### src/rtl/multdiv_unit_if.sv
// ============================================================================
// Module      : multdiv_unit_if
// Description : Handshake and result bundle between the mips32 controller and
//               the iterative multiply/divide unit.
// Revision    : 1.0 - initial release
// ============================================================================
`timescale 1ns/1ps
`default_nettype none

interface multdiv_unit_if #(
    parameter int WIDTH = 32
);
    logic             start;
    logic [1:0]       op;
    logic [WIDTH-1:0] a;
    logic [WIDTH-1:0] b;
    logic             busy;
    logic             done;
    logic [WIDTH-1:0] hi;
    logic [WIDTH-1:0] lo;
    logic             div_by_zero;

    modport master (
        output start, op, a, b,
        input  busy, done, hi, lo, div_by_zero
    );

    modport slave (
        input  start, op, a, b,
        output busy, done, hi, lo, div_by_zero
    );
endinterface

`default_nettype wire

### src/rtl/multdiv_unit.sv
// ============================================================================
// Module      : multdiv_unit
// Description : Iterative shift-add multiply / restoring divide, one bit per
//               clock. MULTDIV_SIGNED_EN adds signed MULT/DIV (op[1]=1).
// Revision    : 1.0 - initial release
// ============================================================================
`timescale 1ns/1ps
`default_nettype none

module multdiv_unit #(
    parameter int WIDTH = 32
) (
    input  wire logic     clk,
    input  wire logic     reset,
    multdiv_unit_if.slave bus
);

    localparam int                 c_CNT_W = (WIDTH > 1) ? $clog2(WIDTH) : 1;
    localparam logic [c_CNT_W-1:0] c_LAST  = c_CNT_W'(WIDTH - 1);

    localparam logic [1:0] c_IDLE = 2'd0;
    localparam logic [1:0] c_RUN  = 2'd1;
    localparam logic [1:0] c_DONE = 2'd2;

    logic [1:0]         r_state;
    logic [c_CNT_W-1:0] r_cnt;
    logic               r_is_div;
    logic [WIDTH-1:0]   r_b;
    logic [2*WIDTH:0]   r_acc;
    logic               r_busy;
    logic               r_done;
    logic [WIDTH-1:0]   r_hi;
    logic [WIDTH-1:0]   r_lo;
    logic               r_dz;

    logic [WIDTH-1:0]   w_a_in;
    logic [WIDTH-1:0]   w_b_in;
    logic [WIDTH:0]     w_rem_shift;
    logic [WIDTH:0]     w_trial;
    logic [WIDTH:0]     w_mul_sum;
    logic [2*WIDTH:0]   w_acc_nxt;
    logic [WIDTH-1:0]   w_hi;
    logic [WIDTH-1:0]   w_lo;

`ifdef MULTDIV_SIGNED_EN
    logic               r_neg_q;
    logic               r_neg_r;
    logic               w_a_neg;
    logic               w_b_neg;
    logic [2*WIDTH-1:0] w_prod_u;

    always_comb begin
        w_a_neg = bus.op[1] & bus.a[WIDTH-1];
        w_b_neg = bus.op[1] & bus.b[WIDTH-1];
        w_a_in  = w_a_neg ? -bus.a : bus.a;
        w_b_in  = w_b_neg ? -bus.b : bus.b;
    end
`else
    always_comb begin
        w_a_in = bus.a;
        w_b_in = bus.b;
    end
`endif

    // Upper WIDTH+1 bits: partial product / remainder; lower WIDTH bits:
    // multiplier being shifted out / quotient being shifted in.
    always_comb begin
        w_rem_shift = {r_acc[2*WIDTH-1:WIDTH], r_acc[WIDTH-1]};
        w_trial     = w_rem_shift - {1'b0, r_b};
        w_mul_sum   = r_acc[2*WIDTH:WIDTH] + (r_acc[0] ? {1'b0, r_b} : '0);
        if (r_is_div) begin
            w_acc_nxt = {(w_trial[WIDTH] ? w_rem_shift : w_trial),
                         r_acc[WIDTH-2:0], ~w_trial[WIDTH]};
        end else begin
            w_acc_nxt = {1'b0, w_mul_sum, r_acc[WIDTH-1:1]};
        end
    end

`ifdef MULTDIV_SIGNED_EN
    // A zero divisor keeps the all-ones quotient regardless of operand signs.
    always_comb begin
        w_prod_u = w_acc_nxt[2*WIDTH-1:0];
        w_hi     = w_prod_u[2*WIDTH-1:WIDTH];
        w_lo     = w_prod_u[WIDTH-1:0];
        if (!r_is_div) begin
            if (r_neg_q) begin
                {w_hi, w_lo} = -w_prod_u;
            end
        end else begin
            if (r_neg_q && (r_b != '0)) begin
                w_lo = -w_prod_u[WIDTH-1:0];
            end
            if (r_neg_r) begin
                w_hi = -w_prod_u[2*WIDTH-1:WIDTH];
            end
        end
    end
`else
    always_comb begin
        w_hi = w_acc_nxt[2*WIDTH-1:WIDTH];
        w_lo = w_acc_nxt[WIDTH-1:0];
    end
`endif

    always_ff @(posedge clk or posedge reset) begin
        if (reset) begin
            r_state  <= c_IDLE;
            r_cnt    <= '0;
            r_is_div <= 1'b0;
            r_b      <= '0;
            r_acc    <= '0;
            r_busy   <= 1'b0;
            r_done   <= 1'b0;
            r_hi     <= '0;
            r_lo     <= '0;
            r_dz     <= 1'b0;
`ifdef MULTDIV_SIGNED_EN
            r_neg_q  <= 1'b0;
            r_neg_r  <= 1'b0;
`endif
        end else begin
            r_done <= 1'b0;
            case (r_state)
                c_RUN: begin
                    r_acc <= w_acc_nxt;
                    r_cnt <= r_cnt + 1'b1;
                    if (r_cnt == c_LAST) begin
                        r_state <= c_DONE;
                        r_cnt   <= '0;
                        r_busy  <= 1'b0;
                        r_done  <= 1'b1;
                        r_hi    <= w_hi;
                        r_lo    <= w_lo;
                        r_dz    <= r_is_div & (r_b == '0);
                    end
                end
                default: begin
                    // IDLE and DONE both accept a new request.
                    if (bus.start) begin
                        r_state  <= c_RUN;
                        r_cnt    <= '0;
                        r_busy   <= 1'b1;
                        r_dz     <= 1'b0;
                        r_is_div <= bus.op[0];
                        r_b      <= w_b_in;
                        r_acc    <= {{(WIDTH+1){1'b0}}, w_a_in};
`ifdef MULTDIV_SIGNED_EN
                        r_neg_q  <= w_a_neg ^ w_b_neg;
                        r_neg_r  <= w_a_neg;
`endif
                    end else begin
                        r_state <= c_IDLE;
                    end
                end
            endcase
        end
    end

    assign bus.busy        = r_busy;
    assign bus.done        = r_done;
    assign bus.hi          = r_hi;
    assign bus.lo          = r_lo;
    assign bus.div_by_zero = r_dz;

endmodule

`default_nettype wire

### src/flat_wrapper.sv
// flat-port wrapper written by rule: the top's interface ports become plain ports
module multdiv_unit_flat 
#(
    parameter int WIDTH = 32
)
  (clk, reset, bus_start, bus_op, bus_a, bus_b, bus_busy, bus_done, bus_hi, bus_lo, bus_div_by_zero);
  multdiv_unit_if #(.WIDTH(WIDTH)) bus_i ();
  input  wire logic clk;
  input  wire logic reset;
  input wire logic [$bits(bus_i.start)-1:0] bus_start;
  input wire logic [$bits(bus_i.op)-1:0] bus_op;
  input wire logic [$bits(bus_i.a)-1:0] bus_a;
  input wire logic [$bits(bus_i.b)-1:0] bus_b;
  output wire logic [$bits(bus_i.busy)-1:0] bus_busy;
  output wire logic [$bits(bus_i.done)-1:0] bus_done;
  output wire logic [$bits(bus_i.hi)-1:0] bus_hi;
  output wire logic [$bits(bus_i.lo)-1:0] bus_lo;
  output wire logic [$bits(bus_i.div_by_zero)-1:0] bus_div_by_zero;
  assign bus_i.start = bus_start;
  assign bus_i.op = bus_op;
  assign bus_i.a = bus_a;
  assign bus_i.b = bus_b;
  assign bus_busy = bus_i.busy;
  assign bus_done = bus_i.done;
  assign bus_hi = bus_i.hi;
  assign bus_lo = bus_i.lo;
  assign bus_div_by_zero = bus_i.div_by_zero;
  multdiv_unit #(.WIDTH(WIDTH)) u_core (.clk(clk), .reset(reset), .bus(bus_i));
endmodule
### config.mk
export PLATFORM = sky130hd
export DESIGN_NAME = multdiv_unit_flat
export DESIGN_NICKNAME = d
export VERILOG_FILES = /design/src/rtl/multdiv_unit_if.sv /design/src/rtl/multdiv_unit.sv /design/src/flat_wrapper.sv
export SDC_FILE = /design/constraint.sdc
export NUM_CORES = 1
export LEC_CHECK = 0
export ABC_AREA = 0
export CAP_MARGIN = 20
export CORE_MARGIN = 10
export CORE_UTILIZATION = 35
export DETAILED_ROUTE_END_ITERATION = 16
export PLACE_DENSITY = 0.66
export SLEW_MARGIN = 20
export SYNTH_ARGS = -nofsm -noshare
export SYNTH_HDL_FRONTEND = slang
export SYNTH_SLANG_ARGS = --single-unit
### constraint.sdc
create_clock -name clk -period 5.9 [get_ports clk]
set_clock_uncertainty 0.1 [all_clocks]
set_input_delay 1.18 -clock clk [delete_from_list [all_inputs] [get_ports clk]]
set_output_delay 1.18 -clock clk [all_outputs]
set_load 0.005 [all_outputs]
* Yosys cells after proc, flatten, opt, wreduce, memory -nomap -nowiden
Index checks and enable logic that the tools add are counted.
** Word-level totals
- Bits in registers :: 172
- Output and inout port bits :: 67
- Word-level logic and storage cells :: 43
** Cells by class
- Add/subtract/negate cells :: 3
- Equal/unequal tests :: 3
- Muxes and demuxes :: 19
- Bitwise gates (word level) :: 3
- Reduce and logical (&&, ||, !) cells :: 5
** Operators by type and width (count)
- $mux W65 :: 3
- $add A33 B33 Y33 :: 1
- $mux W33 :: 1
- $sub A33 B32 Y33 :: 1
- $logic_not A32 Y1 :: 1
- $mux W32 :: 1
- $mux W5 :: 3
- $mux W1 :: 9
- $reduce_and A2 Y1 :: 3
- $add A5 B1 Y5 const B :: 1
- $eq A5 B5 Y1 const B :: 1
- $mux W2 :: 2
- $eq A2 B1 Y1 const B :: 1
- $ne A2 B1 Y1 const B :: 1
- $not A1 Y1 :: 2
- $reduce_bool A2 Y1 :: 1
- $and A1 B1 Y1 :: 1

* Longest topological paths before layout
Gate-level depths: netlist of the first run.
- Depth after elaboration :: 4
- Depth in mapped cells :: 21
- Depth with buffers taken out :: 20

* Worst setup path after synthesis of the first run
No wires, ideal clock.
- Path kind :: register -> register
- Start :: reg u_core.r_acc[31]
- End :: reg u_core.r_hi[30], in the netlist u_core.bus.hi[30]
- Library setup time :: 0.131 ns
- Arrival time :: 4.022 ns
- Required time :: 5.669 ns
- Path slack :: 1.647 ns
- Stages on the path, launching flop included :: 22
- Clock period less this slack :: 4.253 ns
- Cell sequence :: dfrtp_1 > inv_1 > ha_1 > fa_1 > nor2b_4 > o31a_1 > o21ai_2 > a21o_4 > a21o_2 > o22ai_4 > a21oi_1 > o21bai_1 > a21o_1 > ha_1 > clkdlybuf4s50_2 > clkinv_1 > nor2_1 > nand2_1 > o311ai_0 > a311o_1 > mux2i_1 > o21ai_0
** Between the ends
- Word-level cells in the longest chain between the ends :: 3
** RTL lines
- from (decl) :: RTL line multdiv_unit.sv:29 : logic [2*WIDTH:0] r_acc;
- from (signal assigned) :: RTL line multdiv_unit.sv:125 : r_acc <= w_acc_nxt;
- from (signal assigned) :: RTL line multdiv_unit.sv:146 : r_acc <= {{(WIDTH+1){1'b0}}, w_a_in};
- $sub A33 B32 Y33 :: RTL line multdiv_unit.sv:69 : w_trial = w_rem_shift - {1'b0, r_b};
- $mux W33 :: RTL line multdiv_unit.sv:72 : w_acc_nxt = {(w_trial[WIDTH] ? w_rem_shift : w_trial),
- $mux W65 :: RTL line multdiv_unit.sv:71 : if (r_is_div) begin
- to (signal assigned) :: RTL line multdiv_unit.sv:132 : r_hi <= w_hi;
- to (decl) :: RTL line multdiv_unit.sv:32 : logic [WIDTH-1:0] r_hi;
No other way between the ends.
A chain may end at the register's enable or synchronous reset.

* Final worst setup path of the first run
- Start :: reg u_core.r_acc[31]
- End :: reg u_core.r_hi[20], in the netlist u_core.bus.hi[20]
Same word-level chain as after synthesis.

==> results of run 1 <==
state kept, by name, summed over array words and instances (netlist names):
signal / flops
u_core.r_acc: 65
u_core.bus.lo: 32
u_core.r_state: 2
u_core.bus.div_by_zero: 1
u_core.r_is_div: 1
u_core.bus.done: 1
u_core.r_cnt: 5
u_core.bus.hi: 32
u_core.r_b: 32
u_core.bus.busy: 1
how the worst max path moves through the flow:
stage                                 startpoint                             to  slack [ps]  cells past startpoint
finish              u_core.r_acc[31]$_DFFE_PP0P_  u_core.bus.hi[20]$_DFFE_PP0P_        1400                     19
CTS                 u_core.r_acc[31]$_DFFE_PP0P_   u_core.r_acc[58]$_DFFE_PP0P_        1390                     18
floorplan           u_core.r_acc[31]$_DFFE_PP0P_  u_core.bus.hi[30]$_DFFE_PP0P_        1650                     21
global placement    u_core.r_acc[31]$_DFFE_PP0P_  u_core.bus.hi[20]$_DFFE_PP0P_        1450                     19
detailed placement  u_core.r_acc[31]$_DFFE_PP0P_  u_core.bus.hi[25]$_DFFE_PP0P_        1400                     17
global route        u_core.r_acc[31]$_DFFE_PP0P_  u_core.bus.hi[25]$_DFFE_PP0P_        1090                     17
cell type report:
class	instances	share of cell area, %
Multi-Input combinational cell	994	48.5
Sequential cell	172	31.3
Timing Repair Buffer	145	10.4
Tap cell	442	4.02
Clock buffer	17	3.09
Inverter	51	1.42
Clock inverter	15	1.28
tightest hold or removal path, delay by kind of cell (launching register included):
family / cells / cell delay, ps
DFF: 1 / 340
AOI/OAI and AO/OA: 1 / 60
and+or+nand+nor: 1 / 50
per-stage QoR:
| stage | setup slack, ps | std cells | cell area (um2) | hold WS [ps] |
|---|---|---|---|---|
| 2_1_floorplan | 1650 | 1290 | 11500 | 371 |
| 3_3_place_gp | 1450 | 1804 | 13200 | 362 |
| 3_5_place_dp | 1400 | 1804 | 13200 | 369 |
| 4_1_cts | 1390 | 1836 | 13800 | 386 |
| 5_1_grt | 1090 | 1836 | 13800 | 414 |
| 6_report | 1400 | 1836 | 13800 | 381 |
cells by family (layout without fill, tap and decap cells):
logic type	after synthesis	after routing	share of synthesized area (%)
xor gates and xnor gates	46	46	3.51
and+or+nand+nor	380	380	16.4
adders and majority gates	69	69	7.65
buffers and inverters	124	228	4.52
AOI/OAI and AO/OA	411	411	22.2
muxes	88	88	8.15
DFF	172	172	37.5
metal layers:
| metal | vias to the layer above | part of all wire, % |
|---|---|---|
| met3 | 37 | 6.9 |
| met5 | - | 0 |
| met2 | 249 | 45 |
| met4 | 0 | 1.6 |
| li1 | 4819 | - |
| met1 | 4760 | 47 |
placed cells by master, fill, tap and decap left out, types with 26 or more instances in the layout:
| cell | n |
|---|---|
| a211oi_1 | 42 |
| a21o_1 | 27 |
| a21oi_1 | 104 |
| and2_1 | 35 |
| clkdlybuf4s50_1 | 133 |
| dfrtp_1 | 171 |
| ha_1 | 67 |
| inv_1 | 49 |
| mux2_2 | 40 |
| mux2i_1 | 47 |
| nand2_1 | 128 |
| nand3_1 | 40 |
| nor2_1 | 53 |
| nor2b_1 | 42 |
| o21ai_0 | 141 |
| xnor2_1 | 26 |
==> impl_metrics.tcl, run 1 <==
set metrics [dict create \
    start_util_pct 35.4 \
    seq_area_mm2 0.00431 \
    post-route-util_pct 42.4 \
    dieArea_mm2 0.0404 \
    overflow 0 \
    path_buf_inv 2 \
    slowest_delay_ps 480 \
    path_clk_slew_ps 80 \
    status "finished, final reports clean" \
    synth_edf_count 0 \
    dpl.hpwl_um 24200 \
    ys_types 80 \
    syn_inst 1290 \
    crit_slowest_cell "fa_1" \
    portBuffers 134 \
    wire_per_inst_um 18.2 \
    cp_data_required_time_ps 6140 \
    numCtsBuffers 17 \
    rr_worst_depth 19 \
    syn_avg_cell_area_um2 8.90 \
    track_usage_pct 16.3 \
    yosys.area.top_type_share_pct 37.5 \
    remaining_drc_errors 0 \
    setup_tns_ps 0 \
    cts_max_level 4 \
    path_class "reg -> reg" \
    gr-usage-met1_pct 21.5 \
    yosysTopAreaCell "dfrtp_1" \
    core-area_mm2 0.0325 \
    die_w_um 201 \
    top_usage_layer "met2" \
    antenna_found_initial 1 \
    cts_root_buf "clkbuf_16" \
    synthesis.nets 1428 \
    ys_async_sr_fraction_pct 100 \
    globalplace.congestion 0.911 \
    ys_warn_count 0 \
    globalRouteMet2Util_pct 25.6 \
    cts_max_path_buffers 2 \
    clock_latency_ps 450 \
    ctsResizeCount 0 \
    grtUsageMet3_pct 4.50 \
    ys_seq_area_share_pct 37.5 \
    arrival_ps 4740 \
    die_h_um 201 \
    cap_violations 0 \
    maxSlewHeadroom_pct 30.3 \
    fmax_mhz 222 \
    diodes 0 \
    cts_sinks 172 \
    area_delta_synth_final_pct 19.9 \
    whs_path_depth 2 \
    first_global_vias 9899 \
    ys_ff_latch 172 \
    rsz0062_at_grt "false" \
    drt_iter0_markers 631 \
    r2r_end "u_core.bus.hi[20]$_DFFE_PP0P_" \
    synth_most_common_cell "dfrtp_1" \
    path_cells "inv_1 > ha_1 > fa_1 > nor2b_4 > o31a_1 > o21ai_2 > a21o_4 > a21o_2 > o22ai_4 > a21oi_1 > o21bai_1 > a21o_1 > ha_1 > buf_4 > nand3_1 > mux2i_1 > o21ai_0 > o21ai_0 > mux2_2" \
    synth.area.top_cells "dfrtp_1 (37%), ha_1 (7.3%), o21ai_0 (6.1%), a21oi_1 (4.5%), nand2_1 (4.2%)" \
    ant_nets 0 \
    hold_viol 0 \
    fillers 3157 \
    grt_max_degree 112 \
    finalSetupViolations 0 \
    synth_ff_type "dfrtp_1" \
    fin_crit_sh_pct 76.3 \
    syn-cell-area_mm2 0.0115 \
    final_max_slew_viol_count 0 \
    wl_um 33300 \
    regToRegSetupSlack_ps 1400 \
    min_period_ps 4500 \
    layout-drive-gt1-share_pct 7.89 \
    yosys-top-cells-count "dfrtp_1 (172), o21ai_0 (141), nand2_1 (129)" \
    worstHoldPathType "reg -> reg" \
    critPathTopFamily "compound AO/OA/AOI/OAI gates" \
    postCtsSetupRepairBufs 0 \
    min_to "u_core.bus.hi[0]$_DFFE_PP0P_" \
    vias 9865 \
    hold_start "u_core.bus.hi[0]$_DFFE_PP0P_" \
    tightest_slew_ps 1040 \
    worst_setup_path_end_kind "register" \
    worstReg2RegStart "u_core.r_acc[31]$_DFFE_PP0P_" \
    cp-start-kind "register" \
    cts_tree "built" \
    path_max_fanout 42 \
    multi_input_area_mm2 0.00667 \
    first_pass_iters 5 \
    io_pins 136 \
    rows 66 \
    grt_pass1_wl_um 54100 \
    nets 1519 \
    cts_hold_buf 0 \
    vias_per_cell 5.37 \
]
Power of run 1 is not shown: default switching activity piles up to over one toggle a cycle in this logic, so the estimate is an artifact.
==> inputs of run 2 (changes only) <==
clock period = 4.1 ns   (was 5.9 ns; I/O delays follow)
==> impl_metrics.tcl, run 2 (synthesized netlist as in run 1, its figures left out) <==
set metrics [dict create \
    cts_max_path_buffers 2 \
    finalSetupViolations 0 \
    dieArea_mm2 0.0404 \
    portBuffers 134 \
    wl_um 33800 \
    area_delta_synth_final_pct 21.2 \
    path_buf_inv 2 \
    path_clk_slew_ps 70 \
    overflow 0 \
    regMostFlops "u_core.r_acc" \
    status "finished, final reports clean" \
    cp-start-kind "register" \
    antenna_found_initial 1 \
    layout_commonest_cell "dfrtp_1" \
    remaining_drc_errors 0 \
    cts_tree "built" \
    arrival_ps 4160 \
    fin_crit_sh_pct 95.6 \
    fillers 3156 \
    seq_area_mm2 0.00431 \
    drt_iter0_markers 698 \
    largest_register_ffs 65 \
    cp_data_required_time_ps 4350 \
    wire_per_inst_um 18.2 \
    fmax_mhz 255 \
    start_util_pct 35.4 \
    crit_slowest_cell "a221oi_1" \
    post-route-util_pct 42.9 \
    worstHoldPathType "reg -> reg" \
    first_pass_iters 5 \
    grt_pass1_wl_um 54400 \
    finalWorstSetupSlack_ps 181 \
    numCtsBuffers 17 \
    first_global_vias 9814 \
    critPathTopFamily "compound AO/OA/AOI/OAI gates" \
    mostFrequentLayoutCells "dfrtp_1 (170), o21ai_0 (141), clkdlybuf4s50_1 (133)" \
    dpl.hpwl_um 25300 \
    dp_slack_ps 80.8 \
    layout-drive-gt1-share_pct 9.55 \
    slowest_delay_ps 510 \
    cap_violations 0 \
    ant_nets 0 \
    hold_viol 0 \
    io_pins 136 \
    cts_sinks 172 \
    vias 9954 \
    path_cells "ha_1 > a21oi_1 > o21bai_1 > a221oi_1 > o22ai_4 > a21oi_1 > o21bai_1 > a21o_1 > ha_2 > clkinv_2 > buf_4 > o311ai_0 > a32oi_1 > o21ai_0" \
    track_usage_pct 16.5 \
    vias_per_cell 5.37 \
    grt_max_degree 62 \
    final_max_slew_viol_count 0 \
    multi_input_area_mm2 0.00669 \
    clock_latency_ps 440 \
    nets 1539 \
    path_class "reg -> reg" \
    min_period_ps 3920 \
    tightest_slew_ps 862 \
    worst_setup_path_end_kind "register" \
    core-area_mm2 0.0325 \
    diodes 0 \
    rows 66 \
    die_h_um 201 \
    path_max_fanout 16 \
    cts_root_buf "clkbuf_16" \
    die_w_um 201 \
    maxSlewHeadroom_pct 42.6 \
    cts_max_level 4 \
    globalplace.congestion 0.886 \
]
-- run 2: routing by layer --
| layer | vias to the layer above | track usage (%) | wire length [um] |
|---|---|---|---|
| met5 | - | 0 | 0 |
| met4 | 0 | 4.98 | 646 |
| met3 | 42 | 4.55 | 2330 |
| met2 | 255 | 25.5 | 15100 |
| met1 | 4809 | 22.0 | 15700 |
| li1 | 4848 | - | - |
-- run 2: path summary, 6_finish.rpt --
| kind | from | to | slack [ps] | depth (start not counted) |
|---|---|---|---|---|
| max | u_core.r_acc[50]$_DFFE_PP0P_ | u_core.bus.hi[25]$_DFFE_PP0P_ | 180 | 14 |
| min | u_core.bus.hi[9]$_DFFE_PP0P_ | u_core.bus.hi[9]$_DFFE_PP0P_ | 380 | 2 |
| max reg2reg | u_core.r_acc[50]$_DFFE_PP0P_ | u_core.bus.hi[25]$_DFFE_PP0P_ | 180 | 14 |
| min reg2reg | u_core.bus.hi[9]$_DFFE_PP0P_ | u_core.bus.hi[9]$_DFFE_PP0P_ | 380 | 2 |
| max in group asynchronous | reset | u_core.bus.lo[5]$_DFFE_PP0P_ | 2120 | 4 |
| min in group asynchronous | reset | u_core.bus.lo[23]$_DFFE_PP0P_ | 730 | 2 |
-- run 2: area by class of cell --
class	count	share of cell area [%]
inverters	51	1.41
multi-input cells	994	48.0
clock inverters	11	0.620
well taps	442	3.97
flip-flops and latches	172	31.0
repair buffers	165	11.6
clock buffers	20	3.35
-- run 2: worst register-to-register path, cell delays in order, from the launching register on --
cell and delay [ps]:
dfrtp_1 460, ha_1 460, a21oi_1 220, o21bai_1 100, a221oi_1 510, o22ai_4 140
a21oi_1 140, o21bai_1 80, a21o_1 180, ha_2 410, clkinv_2 110, buf_4 210
o311ai_0 340, a32oi_1 140, o21ai_0 240
-- run 2: what timing repair did --
item / CTS / global route
gates resized for setup: 0 / 5
setup endpoints to repair: 0 / 38
hold buffers: 0 / 0
buffers inserted: 0 / 1
-- run 2: through the flow --
stage          cells  TNS, ps  area, um2  hold WS (ps)
5_1_grt         1855    -8.28      13900           411
3_5_place_dp    1823        0      13300           369
6_report        1855        0      13900           376
2_1_floorplan   1290        0      11500           371
3_3_place_gp    1823        0      13300           359
4_1_cts         1854        0      13900           386
Power of run 2 is left out for the same reason.
==> inputs of run 3 (changes only) <==
SLEW_MARGIN = 40   (was 20)
TNS_END_PERCENT = 30   (was default)
==> impl_metrics.tcl, run 3 (synthesized netlist as in run 1, its figures left out) <==
set metrics [dict create \
    wire_per_inst_um 18.1 \
    maxSlewHeadroom_pct 46.4 \
    fin_crit_sh_pct 94.2 \
    cts_root_buf "clkbuf_16" \
    core-area_mm2 0.0325 \
    regMostFlops "u_core.r_acc" \
    cts_max_level 4 \
    fmax_mhz 259 \
    largest_register_ffs 65 \
    first_pass_iters 5 \
    grt_pass1_wl_um 54800 \
    path_max_fanout 21 \
    status "finished, final reports clean" \
    path_class "reg -> reg" \
    start_util_pct 35.4 \
    tightest_slew_ps 804 \
    final_max_slew_viol_count 0 \
    hold_viol 0 \
    wl_um 33800 \
    arrival_ps 4100 \
    io_pins 136 \
    dieArea_mm2 0.0404 \
    ant_nets 0 \
    mostFrequentLayoutCells "dfrtp_1 (171), o21ai_0 (138), clkdlybuf4s50_1 (133)" \
    layout-drive-gt1-share_pct 10.3 \
    setup_tns_ps 0 \
    antenna_found_initial 1 \
    hold_start "u_core.bus.hi[12]$_DFFE_PP0P_" \
    min_period_ps 3860 \
    cp-startpoint "u_core.r_acc[46]$_DFFE_PP0P_" \
    area_delta_synth_final_pct 23.2 \
    die_h_um 201 \
    cap_violations 0 \
    worst_setup_path_end_kind "register" \
    nets 1552 \
    overflow 0 \
    vias_per_cell 5.39 \
    fillers 3114 \
    cp-start-kind "register" \
    first_global_vias 10000 \
    dpl.hpwl_um 25500 \
    path_clk_slew_ps 70 \
    rows 66 \
    layout_commonest_cell "dfrtp_1" \
    rsz0062_at_grt "false" \
    remaining_drc_errors 0 \
    cts_tree "built" \
    globalplace.congestion 0.930 \
    seq_area_mm2 0.00431 \
    cts_max_path_buffers 2 \
    cts_sinks 172 \
    track_usage_pct 16.5 \
    multi_input_area_mm2 0.00669 \
    worstHoldPathType "reg -> reg" \
    finalSetupViolations 0 \
    cp_data_required_time_ps 4330 \
    worstReg2RegStart "u_core.r_acc[46]$_DFFE_PP0P_" \
    die_w_um 201 \
    vias 10100 \
    design_area_mm2 0.0141 \
    drt_iter0_markers 637 \
    grt_max_degree 59 \
    numCtsBuffers 17 \
    cts_hold_buf 0 \
    portBuffers 134 \
    postCtsSetupRepairBufs 0 \
    clock_latency_ps 440 \
    postPlaceCellArea_mm2 0.0135 \
]
[run 3: cell type report]
cell class	instances	area share [%]
Antenna cell	1	0.0177
Clock buffer	19	3.20
Clock inverter	13	1.23
Inverter	51	1.38
Multi-Input combinational cell	994	47.3
Sequential cell	172	30.5
Tap cell	442	3.91
Timing Repair Buffer	178	12.5
[run 3: through the flow]
step | setup WS (ps) | std cells | hold WS [ps] | util (%)
final | 236 | 1870 | 375 | 43.6
after global routing | 12.1 | 1869 | 401 | 43.6
after CTS | 74.8 | 1869 | 385 | 43.5
after detailed placement | 103 | 1837 | 369 | 41.6
after global placement | 143 | 1836 | 363 | 41.5
after floorplan | -153 | 1290 | 371 | -
[run 3: timing repair]
| action | CTS | global route |
|---|---|---|
| resized for setup | 0 | 7 |
| endpoints found under the hold margin | 0 | 0 |
| setup endpoints to repair | 0 | 24 |
[run 3: layer usage]
| layer | wire, um | up-vias | track usage (%) | share of wire, % |
|---|---|---|---|---|
| met5 | 0 | - | 0 | 0 |
| met4 | 605 | 0 | 4.71 | 1.8 |
| met3 | 2390 | 41 | 4.72 | 7.1 |
| met2 | 15100 | 268 | 25.8 | 45 |
| met1 | 15700 | 4884 | 21.9 | 46 |
| li1 | - | 4893 | - | - |
[run 3: critical path, cell delays in order (launching register included)]
cell	delay, ps
dfrtp_1	430
ha_1	380
a21oi_1	190
o21ai_0	210
a221oi_1	520
o22ai_4	140
a21oi_1	150
o21bai_1	90
a21o_1	180
ha_4	290
buf_4	150
buf_12	180
nor2b_1	70
a311oi_1	250
a21oi_1	120
mux2_4	290
[run 3: path summary, 6_finish.rpt]
path / cells past startpoint / slack, ps / end
worst max-delay path: 15 / 240 / u_core.bus.hi[16]$_DFFE_PP0P_
worst min-delay path: 2 / 370 / u_core.bus.hi[12]$_DFFE_PP0P_
worst max register to register: 15 / 240 / u_core.bus.hi[16]$_DFFE_PP0P_
worst min register to register: 2 / 370 / u_core.bus.hi[12]$_DFFE_PP0P_
max in group asynchronous: 4 / 2460 / u_core.r_acc[44]$_DFFE_PP0P_
min in group asynchronous: 2 / 660 / u_core.bus.lo[24]$_DFFE_PP0P_
Power of run 3 is left out for the same reason.
